File: src/rtl/pixel_frame_loader_pkg.sv
// ---------------------------------------------------------------------------
// pixel_frame_loader_pkg
// Shared types and widths for the pixel frame loader.
//   pfl_state_e       : loader FSM states (FILL=0, FULL=1, STREAM=2)
//   FRAME_COUNT_WIDTH : width of the replayed-frame counter
//   CHECKSUM_WIDTH    : width of the optional per-frame pixel sum
//   pfl_sum_add       : modulo-2^CHECKSUM_WIDTH accumulate of one pixel
// ---------------------------------------------------------------------------
package pixel_frame_loader_pkg;

    typedef enum logic [1:0] {
        FILL   = 2'd0,
        FULL   = 2'd1,
        STREAM = 2'd2
    } pfl_state_e;

    localparam int FRAME_COUNT_WIDTH = 16;
    localparam int CHECKSUM_WIDTH    = 16;

    // Wrapping add; pixels wider than the sum are folded modulo 2^CHECKSUM_WIDTH.
    function automatic logic [CHECKSUM_WIDTH-1:0] pfl_sum_add(
        input logic [CHECKSUM_WIDTH-1:0] acc,
        input logic [CHECKSUM_WIDTH-1:0] pixel
    );
        return acc + pixel;
    endfunction

endpackage

File: src/rtl/pfl_frame_ram.sv
// ---------------------------------------------------------------------------
// pfl_frame_ram
// Single-port-write / single-port-read synchronous RAM holding one frame.
// Read data is registered: data for rd_addr appears the cycle after rd_en.
// Contents are never cleared.
// Ports:
//   clk      : clock
//   wr_en    : write strobe
//   wr_addr  : write address
//   wr_data  : write data
//   rd_en    : read strobe
//   rd_addr  : read address
//   rd_data  : registered read data
// ---------------------------------------------------------------------------
module pfl_frame_ram #(
    parameter int ADDR_WIDTH  = 6,
    parameter int PIXEL_WIDTH = 8
) (
    input  logic                   clk,
    input  logic                   wr_en,
    input  logic [ADDR_WIDTH-1:0]  wr_addr,
    input  logic [PIXEL_WIDTH-1:0] wr_data,
    input  logic                   rd_en,
    input  logic [ADDR_WIDTH-1:0]  rd_addr,
    output logic [PIXEL_WIDTH-1:0] rd_data
);

    logic [PIXEL_WIDTH-1:0] mem_r [0:(2**ADDR_WIDTH)-1];
    logic [PIXEL_WIDTH-1:0] rd_data_r;

    // Write port.
    always_ff @(posedge clk) begin
        if (wr_en) begin
            mem_r[wr_addr] <= wr_data;
        end
    end

    // Registered read port.
    always_ff @(posedge clk) begin
        if (rd_en) begin
            rd_data_r <= mem_r[rd_addr];
        end
    end

    assign rd_data = rd_data_r;

endmodule

File: src/rtl/pixel_frame_loader.sv
// ---------------------------------------------------------------------------
// pixel_frame_loader
// Buffers one frame from a valid/ready pixel stream and, on start, replays it
// to the classifier as a gap-free burst of FRAME_PIXELS pixels.
// Optional feature macro: PIXEL_FRAME_LOADER_CHECKSUM_EN adds frame_sum.
// Ports:
//   clk, rst      : clock, synchronous active-high reset
//   s_pixel/s_valid/s_ready/s_last : input pixel stream
//   start         : request replay of the stored frame (honoured in FULL only)
//   m_pixel/m_valid/m_last         : replayed pixel burst
//   frame_full    : complete frame stored, replay not yet started
//   busy          : replay in progress
//   err_short     : one-cycle pulse, frame ended early and was discarded
//   frame_count   : frames fully replayed since reset (wrapping)
//   frame_sum     : (macro only) modulo-2^16 sum of the current frame's pixels
// ---------------------------------------------------------------------------
module pixel_frame_loader
    import pixel_frame_loader_pkg::*;
#(
    parameter int FRAME_PIXELS = 64,
    parameter int ADDR_WIDTH   = 6,
    parameter int PIXEL_WIDTH  = 8
) (
    input  logic                         clk,
    input  logic                         rst,
    input  logic [PIXEL_WIDTH-1:0]       s_pixel,
    input  logic                         s_valid,
    output logic                         s_ready,
    input  logic                         s_last,
    input  logic                         start,
    output logic [PIXEL_WIDTH-1:0]       m_pixel,
    output logic                         m_valid,
    output logic                         m_last,
    output logic                         frame_full,
    output logic                         busy,
    output logic                         err_short,
`ifdef PIXEL_FRAME_LOADER_CHECKSUM_EN
    output logic [CHECKSUM_WIDTH-1:0]    frame_sum,
`endif
    output logic [FRAME_COUNT_WIDTH-1:0] frame_count
);

    localparam logic [ADDR_WIDTH-1:0] LAST_ADDR = ADDR_WIDTH'(FRAME_PIXELS - 1);
    localparam logic [ADDR_WIDTH-1:0] ADDR_ONE  = ADDR_WIDTH'(1);
    localparam logic [ADDR_WIDTH-1:0] ADDR_ZERO = ADDR_WIDTH'(0);

    pfl_state_e                   state_r;
    logic [ADDR_WIDTH-1:0]        wr_addr_r;
    logic [ADDR_WIDTH-1:0]        rd_addr_r;
    logic                         rd_done_r;   // all FRAME_PIXELS reads issued
    logic                         rd_vld_r;    // RAM output holds a frame pixel
    logic                         rd_last_r;   // ... and it is the final one
    logic                         s_ready_r;
    logic [PIXEL_WIDTH-1:0]       m_pixel_r;
    logic                         m_valid_r;
    logic                         m_last_r;
    logic                         frame_full_r;
    logic                         busy_r;
    logic                         err_short_r;
    logic [FRAME_COUNT_WIDTH-1:0] frame_count_r;

    logic                         accept_s;
    logic                         wr_last_s;
    logic                         rd_en_s;
    logic [PIXEL_WIDTH-1:0]       rd_data_s;

    assign accept_s  = s_valid && s_ready_r && (state_r == FILL);
    assign wr_last_s = (wr_addr_r == LAST_ADDR);
    assign rd_en_s   = (state_r == STREAM) && !rd_done_r;

    pfl_frame_ram #(
        .ADDR_WIDTH  (ADDR_WIDTH),
        .PIXEL_WIDTH (PIXEL_WIDTH)
    ) u_ram (
        .clk     (clk),
        .wr_en   (accept_s),
        .wr_addr (wr_addr_r),
        .wr_data (s_pixel),
        .rd_en   (rd_en_s),
        .rd_addr (rd_addr_r),
        .rd_data (rd_data_s)
    );

    // Loader FSM, address counters and registered outputs.
    always_ff @(posedge clk) begin
        if (rst) begin
            state_r       <= FILL;
            wr_addr_r     <= ADDR_ZERO;
            rd_addr_r     <= ADDR_ZERO;
            rd_done_r     <= 1'b0;
            rd_vld_r      <= 1'b0;
            rd_last_r     <= 1'b0;
            s_ready_r     <= 1'b1;
            m_pixel_r     <= '0;
            m_valid_r     <= 1'b0;
            m_last_r      <= 1'b0;
            frame_full_r  <= 1'b0;
            busy_r        <= 1'b0;
            err_short_r   <= 1'b0;
            frame_count_r <= 16'd0;
        end else begin
            err_short_r <= 1'b0;
            // Two-stage read pipeline: RAM register, then output register.
            rd_vld_r    <= rd_en_s;
            rd_last_r   <= rd_en_s && (rd_addr_r == LAST_ADDR);
            m_valid_r   <= rd_vld_r;
            m_last_r    <= rd_last_r;
            if (rd_vld_r) begin
                m_pixel_r <= rd_data_s;
            end

            case (state_r)
                FILL: begin
                    if (accept_s) begin
                        if (wr_last_s) begin
                            // s_last on the final pixel carries no extra meaning.
                            state_r      <= FULL;
                            wr_addr_r    <= ADDR_ZERO;
                            s_ready_r    <= 1'b0;
                            frame_full_r <= 1'b1;
                        end else if (s_last) begin
                            wr_addr_r   <= ADDR_ZERO;
                            err_short_r <= 1'b1;
                        end else begin
                            wr_addr_r <= wr_addr_r + ADDR_ONE;
                        end
                    end
                end
                FULL: begin
                    if (start) begin
                        state_r      <= STREAM;
                        frame_full_r <= 1'b0;
                        busy_r       <= 1'b1;
                        rd_addr_r    <= ADDR_ZERO;
                        rd_done_r    <= 1'b0;
                    end
                end
                STREAM: begin
                    if (rd_en_s) begin
                        if (rd_addr_r == LAST_ADDR) begin
                            rd_done_r <= 1'b1;
                        end else begin
                            rd_addr_r <= rd_addr_r + ADDR_ONE;
                        end
                    end
                    // Last pixel is on the output now; hand back to the source.
                    if (m_last_r) begin
                        state_r       <= FILL;
                        busy_r        <= 1'b0;
                        s_ready_r     <= 1'b1;
                        rd_addr_r     <= ADDR_ZERO;
                        rd_done_r     <= 1'b0;
                        frame_count_r <= frame_count_r + 16'd1;
                    end
                end
                default: begin
                    state_r      <= FILL;
                    wr_addr_r    <= ADDR_ZERO;
                    rd_addr_r    <= ADDR_ZERO;
                    rd_done_r    <= 1'b0;
                    s_ready_r    <= 1'b1;
                    frame_full_r <= 1'b0;
                    busy_r       <= 1'b0;
                end
            endcase
        end
    end

    assign s_ready     = s_ready_r;
    assign m_pixel     = m_pixel_r;
    assign m_valid     = m_valid_r;
    assign m_last      = m_last_r;
    assign frame_full  = frame_full_r;
    assign busy        = busy_r;
    assign err_short   = err_short_r;
    assign frame_count = frame_count_r;

`ifdef PIXEL_FRAME_LOADER_CHECKSUM_EN
    logic [CHECKSUM_WIDTH-1:0] sum_r;

    // Running pixel sum: cleared on discard and on return to FILL, held otherwise.
    always_ff @(posedge clk) begin
        if (rst) begin
            sum_r <= 16'd0;
        end else if (accept_s) begin
            if (!wr_last_s && s_last) begin
                sum_r <= 16'd0;
            end else begin
                sum_r <= pfl_sum_add(sum_r, CHECKSUM_WIDTH'(s_pixel));
            end
        end else if ((state_r == STREAM) && m_last_r) begin
            sum_r <= 16'd0;
        end
    end

    assign frame_sum = sum_r;
`endif

endmodule

File: config.mk
export PLATFORM = sky130hd
export DESIGN_NAME = pixel_frame_loader
export DESIGN_NICKNAME = d
export VERILOG_FILES = /design/src/rtl/pixel_frame_loader_pkg.sv /design/src/rtl/pfl_frame_ram.sv /design/src/rtl/pixel_frame_loader.sv
export SDC_FILE = /design/constraint.sdc
export NUM_CORES = 1
export LEC_CHECK = 0
export ABC_AREA = 0
export BUFFER_PORTS_ARGS = -buffer_cell sky130_fd_sc_hd__clkbuf_2
export CAP_MARGIN = 30
export CORE_ASPECT_RATIO = 0.8
export CORE_MARGIN = 3
export CORE_UTILIZATION = 30
export DETAILED_ROUTE_END_ITERATION = 7
export HOLD_SLACK_MARGIN = 0.15
export SLEW_MARGIN = 20
export SYNTH_ARGS = -nofsm -noshare
export SYNTH_HDL_FRONTEND = slang
export SYNTH_SLANG_ARGS = --single-unit
export TNS_END_PERCENT = 20
File: constraint.sdc
create_clock -name clk -period 2.4 [get_ports clk]
set_clock_uncertainty 0.2 [all_clocks]
set_input_delay 0.24 -clock clk [delete_from_list [all_inputs] [get_ports clk]]
set_output_delay 0.24 -clock clk [all_outputs]
set_load 0.01 [all_outputs]
==> metrics.txt <==
number of global-route vias before repair=12200; DR vias=12300; asr flop ratio synth=0%; Seq/Total Area, Yosys=74.4%; f_max=395 MHz; Lkg Pwr=8.74 nW; IO Count=43; worst hold path class=in2reg; slew of the pin with the lowest slew margin=0.738 ns; total track usage=14.1%; Final Core Density=37.9%; crit-path cells=buf_12, nand3b_1, buf_6, buf_4, o22ai_1, a211o_1, o22ai_1, nor3_2; chip height=250 µm; GRT overflow=0; Worst path top cell family by delay=buffers and inverters; min cycle time layout=2.53 ns; core area=72800 µm²; Crit path arrival time=2.67 ns; critical path launch point type=flop; worst setup path category=reg2reg; CTS tree=built; Post-Syn Instances=1218; worst IR drop on VDD=449 µV; slowest CP cell=dfxtp_1; Yosys warnings=0; WL per Instance=22.2 µm; antenna violations before repair=0; Remaining DRCs=0; # clock sinks=567; layout cells sized above 1=33.1%; Rows=88; Unique masters post-synth=61; pwr dens=703 nW/µm²; period utilization=106%; CP Max Fanout=26; slowest cell delay on critical path=0.47 ns; DR vias/cell=4.94; max-cap violation count=0; Critical path buffers and inverters=3; Fin Setup TNS=-0.806 ns; failing checks=negative setup slack; post-route cell area=27600 µm²; slew margin rel.=50.8%; Design Power=19.4 mW; clock tree buffer depth=3; EDFF count, synth=520; largest net degree at the start of global routing=65; CP endpoint kind=flop; gp weighted congestion=0.849; predominant post-synthesis flop cell=edfxtp_1; First DRT Iteration DRCs=1419; TritonCTS Buffers=52; die area=77500 µm²; pre-CTS WS=-0.663 ns; Slew Limit Fails=0; Met3 Routed Length=4940 µm; Area after DPL=25000 µm²; DR pass1 iterations=5; DP HPWL=35000 µm; Reg clk slew, reported paths=0.07 ns; Data required, critical path=2.54 ns; Final #Nets=1490; met1 wire length=26000 µm; mapped cell area=22300 µm²; Starting Density=30.6%; status=complete, but fails checks; H-tree Lvls=2; Final setup viols=8; Routed WL=55500 µm; DRT antenna net count=0; CTS Root Cell=clkbuf_16; Cells after DPL=2376; Finished Layout Cells=2500; # diodes=0; Top Layer Used=met4; CP dominant cell by count=o22ai_1; final worst slack=-0.133 ns; first-pass GRT wire length=82100 µm; met2 wire length=23400 µm; hold slack=0.230 ns; Avg Synthesized Cell Area=18.3 µm²; Buffers on Ports=42; Yosys reg bits=567; Syn Nets=1238; Final Hold Fails=0; die width=311 µm; synthesis-to-layout area growth=24.0%; worst skew pair latency=0.58 ns; RSZ-0062 raised after global routing=true
flip-flops by register name, indices dropped and copies added, names as in the netlist:
name	flops
u_ram.mem_r	512
m_pixel	8
rd_vld_r	1
wr_addr_r	6
busy	1
m_valid	1
s_ready	1
m_last	1
state_r	2
frame_count	16
rd_done_r	1
rd_last_r	1
rd_addr_r	6
frame_full	1
err_short	1
u_ram.rd_data	8
layout make-up:
cell class | count | area (µm²)
fillers | 6632 | 45200
flip-flops and latches | 567 | 16600
multi-input cells | 575 | 5720
repair buffers | 263 | 2350
clock buffers | 62 | 1380
well taps | 990 | 1240
clock inverters | 32 | 310
inverters | 11 | 41.3
routing by layer:
metal / vias to the layer above / global-route usage, %
met5: - / 0
met4: 0 / 3.41
met3: 81 / 3.69
met2: 499 / 19.7
met1: 6392 / 21.6
li1: 5373 / -
cell usage after synthesis, types with 14 or more instances:
library cell / instances / share of area, %
nor2_1: 146 / 2.5
buf_4: 14 / 0.47
buf_2: 20 / 0.45
a21oi_1: 16 / 0.36
mux4_2: 88 / 8.9
a2111oi_0: 23 / 0.90
nand2_1: 32 / 0.54
edfxtp_1: 520 / 70
dfxtp_1: 47 / 4.2
mux2i_1: 103 / 4.6
o22ai_1: 28 / 0.79
clkbuf_1: 22 / 0.37
power breakdown:
group | internal [mW] | switching (mW) | leakage (nW)
logic | 0.0878 | 0.239 | 2.85
clock network | 4.74 | 3.55 | 0.835
registers | 10.8 | 0.00545 | 5.06
total | 15.6 | 3.80 | 8.74
cells by family after synthesis:
group                      synth area share (%)
buffers and inverters                      1.89
AOI/OAI and AO/OA                          3.54
xor gates and xnor gates                  0.551
DFF                                        74.4
and+or+nand+nor                            4.83
adders and majority gates                 0.393
muxes                                      14.4
cells in the final DEF (no fill, tap or decap), types with 10 or more instances in the layout:
cell type and n:
nor2b_1 10, mux2i_1 91, buf_12 23, mux4_2 94
clkbuf_16 54, clkbuf_2 42, nand3_1 12, edfxtp_1 520
dlygate4sd3_1 13, clkinv_2 15, buf_4 171, a21oi_1 16
o22ai_1 20, a2111oi_2 15, dfxtp_1 44, nand2_1 32
nor2_1 138, mux2i_2 11
repair_timing:
item                                    CTS  global route
setup buffers                             8             5
resized for setup                       101            24
pin swaps                                21             7
hold endpoints to repair                400             0
endpoints found under the setup margin   13            21
gates cloned                              4             1
hold buffers                             13             0
worst paths after layout:
check | start | cells past startpoint | endpoint | slack (ns)
worst min-delay path | s_pixel[4] | 1 | u_ram.mem_r[62][4] | 0.23
worst max-delay path | rd_addr_r[3] | 8 | u_ram.rd_data[0] | -0.13
worst max register to register | rd_addr_r[3] | 8 | u_ram.rd_data[0] | -0.13
worst min register to register | rd_last_r | 1 | m_last | 0.24
(Power assumes the default switching activity.)
